**src/rtl/red_pitaya_daisy_rx_align.sv**
```systemverilog
// Receive-side deframer for the daisy-chain link. Finds bit alignment by
// pulsing the ISERDES bitslip, finds nibble phase from a training word, then
// rebuilds 16-bit words (least-significant nibble first) and reports lock
// status plus a saturating training-error count.
module red_pitaya_daisy_rx_align #(
  parameter logic [15:0] TRAIN_PAT = 16'h00FF,
  parameter int unsigned LOCK_CNT  = 16,
  parameter int unsigned SLIP_WAIT = 4,
  parameter int unsigned HUNT_LEN  = 8
) (
  input  logic        par_clk_i,
  input  logic        par_rstn_i,
  input  logic [3:0]  nib_i,
  input  logic        cfg_train_i,
  input  logic        relock_i,
  output logic        bitslip_o,
  output logic        lock_o,
  output logic        par_dv_o,
  output logic [15:0] par_dat_o,
  output logic [15:0] err_cnt_o
);

  typedef enum logic [2:0] {
    StHunt,
    StSlip,
    StWait,
    StVerify,
    StLocked
  } state_t;

  state_t      state;
  logic [11:0] sh;
  logic [1:0]  ph;
  logic [15:0] hunt_cnt;
  logic [15:0] wait_cnt;
  logic [7:0]  match_cnt;

  logic [15:0] cw;
  logic        boundary;
  logic        match;

  // Candidate word: current nibble on top, oldest nibble in bits [3:0].
  always_comb begin
    cw       = {nib_i, sh};
    boundary = (ph == 2'd3);
    match    = (cw == TRAIN_PAT);
  end

  // Shift register, phase counter, alignment FSM and all registered outputs.
  always_ff @(posedge par_clk_i) begin
    if (!par_rstn_i) begin
      state     <= StHunt;
      sh        <= '0;
      ph        <= '0;
      hunt_cnt  <= '0;
      wait_cnt  <= '0;
      match_cnt <= '0;
      bitslip_o <= 1'b0;
      lock_o    <= 1'b0;
      par_dv_o  <= 1'b0;
      par_dat_o <= '0;
      err_cnt_o <= '0;
    end else begin
      sh        <= cw[15:4];
      ph        <= ph + 2'd1;
      bitslip_o <= 1'b0;
      par_dv_o  <= 1'b0;

      if (relock_i) begin
        // Relock overrides any match or lock decision made this cycle.
        state     <= StHunt;
        ph        <= '0;
        hunt_cnt  <= '0;
        wait_cnt  <= '0;
        match_cnt <= '0;
        err_cnt_o <= '0;
        lock_o    <= 1'b0;
      end else begin
        unique case (state)
          StHunt: begin
            if (!cfg_train_i) begin
              hunt_cnt <= '0;
            end else if (match) begin
              // Reload phase so this cycle counts as a word boundary.
              ph        <= '0;
              match_cnt <= 8'd1;
              hunt_cnt  <= '0;
              if (LOCK_CNT == 1) begin
                state  <= StLocked;
                lock_o <= 1'b1;
              end else begin
                state <= StVerify;
              end
            end else if (hunt_cnt == 16'(HUNT_LEN - 1)) begin
              // Registered request: bitslip_o is high while in StSlip.
              state     <= StSlip;
              bitslip_o <= 1'b1;
              hunt_cnt  <= '0;
            end else begin
              hunt_cnt <= hunt_cnt + 16'd1;
            end
          end

          StSlip: begin
            state    <= StWait;
            wait_cnt <= '0;
          end

          StWait: begin
            if (wait_cnt == 16'(SLIP_WAIT - 1)) begin
              state    <= StHunt;
              hunt_cnt <= '0;
            end else begin
              wait_cnt <= wait_cnt + 16'd1;
            end
          end

          StVerify: begin
            if (boundary) begin
              if (cfg_train_i && match) begin
                match_cnt <= match_cnt + 8'd1;
                if (match_cnt == 8'(LOCK_CNT - 1)) begin
                  state  <= StLocked;
                  lock_o <= 1'b1;
                end
              end else begin
                // Phase was wrong or the link stopped training; bit
                // alignment is kept, so no bitslip on this path.
                state    <= StHunt;
                hunt_cnt <= '0;
              end
            end
          end

          StLocked: begin
            if (boundary) begin
              if (cfg_train_i) begin
                if (!match && (err_cnt_o != 16'hFFFF)) begin
                  err_cnt_o <= err_cnt_o + 16'd1;
                end
              end else begin
                // All-zero word is the idle code and is never delivered.
                par_dat_o <= cw;
                par_dv_o  <= (cw != 16'h0000);
              end
            end
          end

          default: begin
            state <= StHunt;
          end
        endcase
      end
    end
  end

endmodule

```
**config.mk**
```make
export PLATFORM = sky130hd
export DESIGN_NAME = red_pitaya_daisy_rx_align
export DESIGN_NICKNAME = d
export VERILOG_FILES = /design/src/rtl/red_pitaya_daisy_rx_align.sv
export SDC_FILE = /design/constraint.sdc
export NUM_CORES = 1
export LEC_CHECK = 0
export ABC_AREA = 1
export BUFFER_PORTS_ARGS = -buffer_cell sky130_fd_sc_hd__buf_2
export CORE_MARGIN = 5
export CORE_UTILIZATION = 50
export CTS_CLUSTER_DIAMETER = 50
export DETAILED_ROUTE_END_ITERATION = 10
export PLACE_DENSITY = 0.69
export SYNTH_ARGS = -nofsm -noshare
export SYNTH_HDL_FRONTEND = slang
export SYNTH_SLANG_ARGS = --single-unit
```
**constraint.sdc**
```tcl
create_clock -name par_clk_i -period 1.7 [get_ports par_clk_i]
set_input_delay 0.085 -clock par_clk_i [delete_from_list [all_inputs] [get_ports par_clk_i]]
set_output_delay 0.085 -clock par_clk_i [all_outputs]
set_load 0.02 [all_outputs]
```
After elaboration in Yosys (flattened, before gate mapping)
Index checks and enable logic that the tools add are counted.
- output and inout bits: 35
- bits of input ports: 8
- register bits after elaboration: 92
- reductions and logical operators: 18
- equality and inequality tests: 19
- bitwise logic cells: 6
- mux-type cells: 26
- add/sub/neg operators: 5
- operators by type and width (kind ; number):
    $mux 16 ; 7
    $add 16x1->16 const B ; 3
    $pmux 16 s3 ; 1
    $mux 8 ; 4
    $pmux 16 s2 ; 1
    $mux 3 ; 7
    $eq 16x2->1 const B ; 1
    $eq 16x3->1 const B ; 1
    $eq 16x8->1 const B ; 1
    $ne 16x16->1 const B ; 1
    $pmux 8 s2 ; 1
    $reduce_and 4->1 ; 4
    $reduce_bool 16->1 ; 1
    $pmux 3 s5 ; 1
    $ne 2x2->1 const B ; 7
    $reduce_or 5->1 ; 2
    $add 8x1->8 const B ; 1
    $eq 8x4->1 const B ; 1
    $eq 3x2->1 const B ; 2
    $mux 2 ; 3
    $ne 3x3->1 const B ; 2
    $not 1->1 ; 6
    $reduce_and 6->1 ; 1
    $reduce_and 5->1 ; 1
    other kinds (12) ; 14

Depth between registers and ports, before layout
- word-level depth: 5
- depth in mapped cells: 12

Worst setup path after synthesis
No wires, ideal clock.
- kind: reg2reg
- start point: reg err_cnt_o[0]
- end point: reg err_cnt_o[12]
- setup time: 0.070 ns
- slack: 0.012 ns
- cell stages (with the launch flop): 11
- arrival time: 1.617 ns
- cell sequence: dfxtp_1 -> ha_1 -> nand3_1 -> inv_1 -> nand2_1 -> inv_1 -> nand3_1 -> nand4_2 -> buf_4 -> nand2_1 -> a21oi_1
- cells in the longest elaborated chain, start to end: 3
- ends and longest elaborated chain (item ; line ; RTL):
    start, declared ; 20 ; output logic [15:0] err_cnt_o
    start signal, assigned ; 139 ; err_cnt_o <= err_cnt_o + 16'd1;
    branches (longest 3 deep; another with $add 16x1->16) ; - ;
Several ways; the timed one is not identified.
A chain may end at the register's enable or synchronous reset.

Worst setup path in the final report
- start point: in nib_i[0]
- end point: reg match_cnt[0]
- cells in the longest elaborated chain, start to end: 4
- ends and longest elaborated chain (item ; line ; RTL):
    start, declared ; 13 ; input logic [3:0] nib_i,
    $eq 16x8->1 * ; 46 ; match = (cw == TRAIN_PAT);
    $logic_and 1x1->1 ; 120 ; if (cfg_train_i && match) begin
    $ne 2x2->1 (no source line) ; - ;
    $reduce_and 5->1 (no source line) * ; - ;
    end signal, assigned ; 121 ; match_cnt <= match_cnt + 8'd1;
    end, declared ; 36 ; logic [7:0] match_cnt;
Every way passes the cells marked *; elsewhere a longest branch is shown, timed or not.

==> impl_results.md <==
- Number of nets in the final layout: slightly above 800
- Layout area overhead: 19.5%
- Remaining antenna violation count: 0
- Final routed wirelength across all metal layers: 11.5 mm
- Reg clk slew, reported paths: 0.10 ns
- Flop pwr share: 57.7%
- Chip Height: 108 µm
- Quantity of I/O buffers inserted on ports: 42
- Peak clock frequency supported by timing: roughly 620 MHz
- Leakage Power: approximately 2.4 nW
- Class of the most critical hold timing path: primary input to flip-flop
- Via count: roughly 4800
- Register bit total from synthesis: 92
- Top cell family by delay on the critical path: simple AND/OR/NAND/NOR gates
- Leading cell types by total area after synthesis: dfxtp_1, nand2_1, nor2_1
- Cell count after synthesis: about 720
- Total Die Area: 11600 µm²
- Post-Syn Area per Cell: between 6 and 7 µm²
- WL/cell: 12.3 µm
- Part of the Yosys area used for sequential elements: between 30% and 40%
- Clock insertion delay at the later pin of the skew report: approximately 0.36 ns
- Number of max-cap violations: 0
- N_diodes: 0
- Wire length of the first global-routing pass: just under 20 mm
- # rows: 35
- Routability-driven placement congestion ratio: just over 0.9
- Post-Synthesis Cell Area: between 4000 and 5000 µm²
- Count of endpoints failing setup in the final report: 0
- Dominant cell type by count on the critical path: nor2_1
- Initial antenna violation count: 0
- Slew headroom: approximately 76%
- Largest fanout on the critical path: 9
- TritonCTS clock tree: built
- Critical path's largest stage delay: roughly 0.53 ns
- Estimated wirelength of the detail-placed design: about 8 mm
- Type of the worst setup path: primary input to flip-flop
- Predominant post-synthesis flop cell: dfxtp_1
- Via count of the first global-routing pass: around 4500
- Final cycle utilization of the critical path: between 90% and 100%
- Top Ports: 43
- Number of endpoints with negative hold slack in the final report: 0
- Clock network fraction of design power: about two fifths
- Top-count cell post-synth: nand2_1
- First-pass detailed-route iteration total: 5
- Overflow left after global routing: 0
- Initial detailed-routing violation count: 217
- Pre-CTS setup slack: -0.0207 ns
- Run status: finished, final reports clean
- Initial standard-cell utilization of the core: about half
- Post-synth ARST share: 0%
- CTS H-tree lvls: 3
- Post-DR vias/cell: 5.13
- Proportion of power drawn by combinational gates: 4.1%
- Total number of clock tree sinks: between 90 and 100
- Slew at the pin closest to its max-slew limit: ~0.36 ns
- Total of fill cells in the finished design: just under 900
- Tot Pwr: approximately 0.0038 W
- Synth Net Count: roughly 740
- Post-synthesis cell type count: 35
- Count of synthesis-stage warnings from yosys: 0
- Placement Cell Area: between 5000 and 6000 µm²
- Final number of max-transition violations: 0
- Total global routing track utilization: just under 20%
- Arrival time reported for the critical path endpoint: roughly 1.9 ns
- Slowest stage cell on the critical path: dlygate4sd3_1
- Share of total power consumed by net switching: about a quarter
- Minimum period implied by the final worst setup slack: around 1.6 ns
- Critical path startpoint category: primary input
- Crit path cell chain: dlygate4sd3_1 > buf_2 > nor2_1 > nand2_1 > nor2_4 > nand3_4 > nand2_4 > nand2_2 > nor3_1 > nor2_1
- Net switching power: 0.000987 W
- Core box area: roughly 9300 µm²
- Required time reported for the critical path endpoint: just under 2 ns
- Crit end category: flip-flop
- Overall die width: ~110 µm
- Post-route design area: between 5000 and 6000 µm²
- Number of synthesized flops with an enable pin: 0
- Least setup slack across all paths after layout: between 0.08 and 0.09 ns
- TritonCTS Buffers: 9
- Power per cell area: ~660 nW/µm²
- Worst supply voltage drop on vdd: approximately 0.00057 V
- Clock tree root driver cell: clkbuf_8
- Biggest area consumer among synthesized cells: dfxtp_1
- Leading post-synthesis cells by instance count: nand2_1, nor2_1, dfxtp_1
- Fraction of synthesized cell area taken by the top area cell type: about two fifths
- Pin count of the biggest net entering global routing: 32
- Post-route DRC: 0
- Cell-internal power: between 0.002 and 0.003 W
- Combined buffer and inverter count along the critical path: 2
- RSZ-0062 raised after global routing: true
- Maximum clock insertion buffer count: 2
- Skew final: 0.00952 ns
- Share of post-route cells with drive strength above 1: 18.7%
-- registers in the layout, summed over array words and instances (netlist names) --
name,flops
bitslip_o,1
wait_cnt,16
par_dat_o,16
hunt_cnt,16
lock_o,1
sh,12
ph,2
err_cnt_o,16
state,3
par_dv_o,1
match_cnt,8
-- worst min-delay path, delay by kind of cell --
kind,cells,cell delay [ns]
AND/OR/NAND/NOR,2,0.11
buffers and inverters,1,0.11
AO/OA/AOI/OAI,1,0.07
-- cell usage in the layout, fill, tap and decap left out, drive strengths merged --
cell,n
nand3,58
and2,1
nor4,3
o21ai,30
nor3,18
dfxtp,92
inv,83
a31o,1
a31oi,1
a21oi,51
ha,5
clkinv,3
nand2,186
nand4,26
and3,1
dlygate4sd3,4
nand3b,3
buf,76
xnor2,5
nor2,140
clkinvlp,2
xor2,9
nor3b,1
clkbuf,9
-- per-stage QoR --
| stage | util (%) | hold slack [ns] | setup TNS (ns) | std cells |
|---|---|---|---|---|
| after floorplan | - | 0.178 | 0 | 724 |
| after global placement | 57.1 | 0.294 | 0 | 908 |
| after detailed placement | 57.1 | 0.293 | -0.0207 | 908 |
| after CTS | 59.7 | 0.0441 | 0 | 928 |
| after global routing | 61.6 | 0.0640 | -0.102 | 937 |
| final | 61.6 | 0.0551 | 0 | 937 |
-- timing repair --
action                                  CTS  global route
endpoints found under the hold margin     4             0
endpoints found under the setup margin    6            77
hold buffers                              4             0
pin swaps                                 1             9
buffers inserted                          0             7
gates cloned                              0             2
resized for setup                         3            31
-- cell families after synthesis --
family                   share of synthesized area (%)
AND/OR/NAND/NOR                                   40.5
buffers and inverters                             8.00
flip-flops                                        38.5
AO/OA/AOI/OAI                                     9.10
XOR/XNOR                                          2.56
adder cells (fa/ha/maj)                           1.31
-- final timing paths --
kind | startpoint | end | slack [ns] | cells after the start
worst max-delay path | nib_i[0] | match_cnt[0]$_SDFFE_PP0P_ | 0.09 | 10
worst min-delay path | relock_i | wait_cnt[1]$_SDFFE_PP0P_ | 0.06 | 4
worst max register to register | sh[7]$_SDFF_PN0_ | match_cnt[0]$_SDFFE_PP0P_ | 0.10 | 9
worst min register to register | ph[0]$_SDFF_PP0_ | ph[0]$_SDFF_PP0_ | 0.45 | 1
-- power groups by stage --
| stage | registers [W] | clock network, W | logic [W] |
|---|---|---|---|
| floorplan | 0.00223 | 0 | 0.0000925 |
| global placement | 0.00223 | 0 | 0.000138 |
| detailed placement | 0.00223 | 0 | 0.000141 |
| CTS | 0.00218 | 0.00148 | 0.000149 |
| global route | 0.00218 | 0.00159 | 0.000175 |
| finish | 0.00218 | 0.00144 | 0.000155 |
-- cell type report --
type,instances,area (µm²),share of cell area (%)
Timing Repair Buffer,80,534,9.34
Clock buffer,9,124,2.17
Sequential cell,92,1850,32.4
Inverter,81,304,5.32
Tap cell,129,161,2.82
Multi-Input combinational cell,539,2670,46.8
Clock inverter,7,68.8,1.20
-- metal layers --
layer	GRT usage (%)	share of wire, %
met1	24.2	45
met2	35.1	50
met3	3.78	3.8
met4	5.41	0.75
met5	0	0
Note: power is estimated with default switching activity, not from simulation.
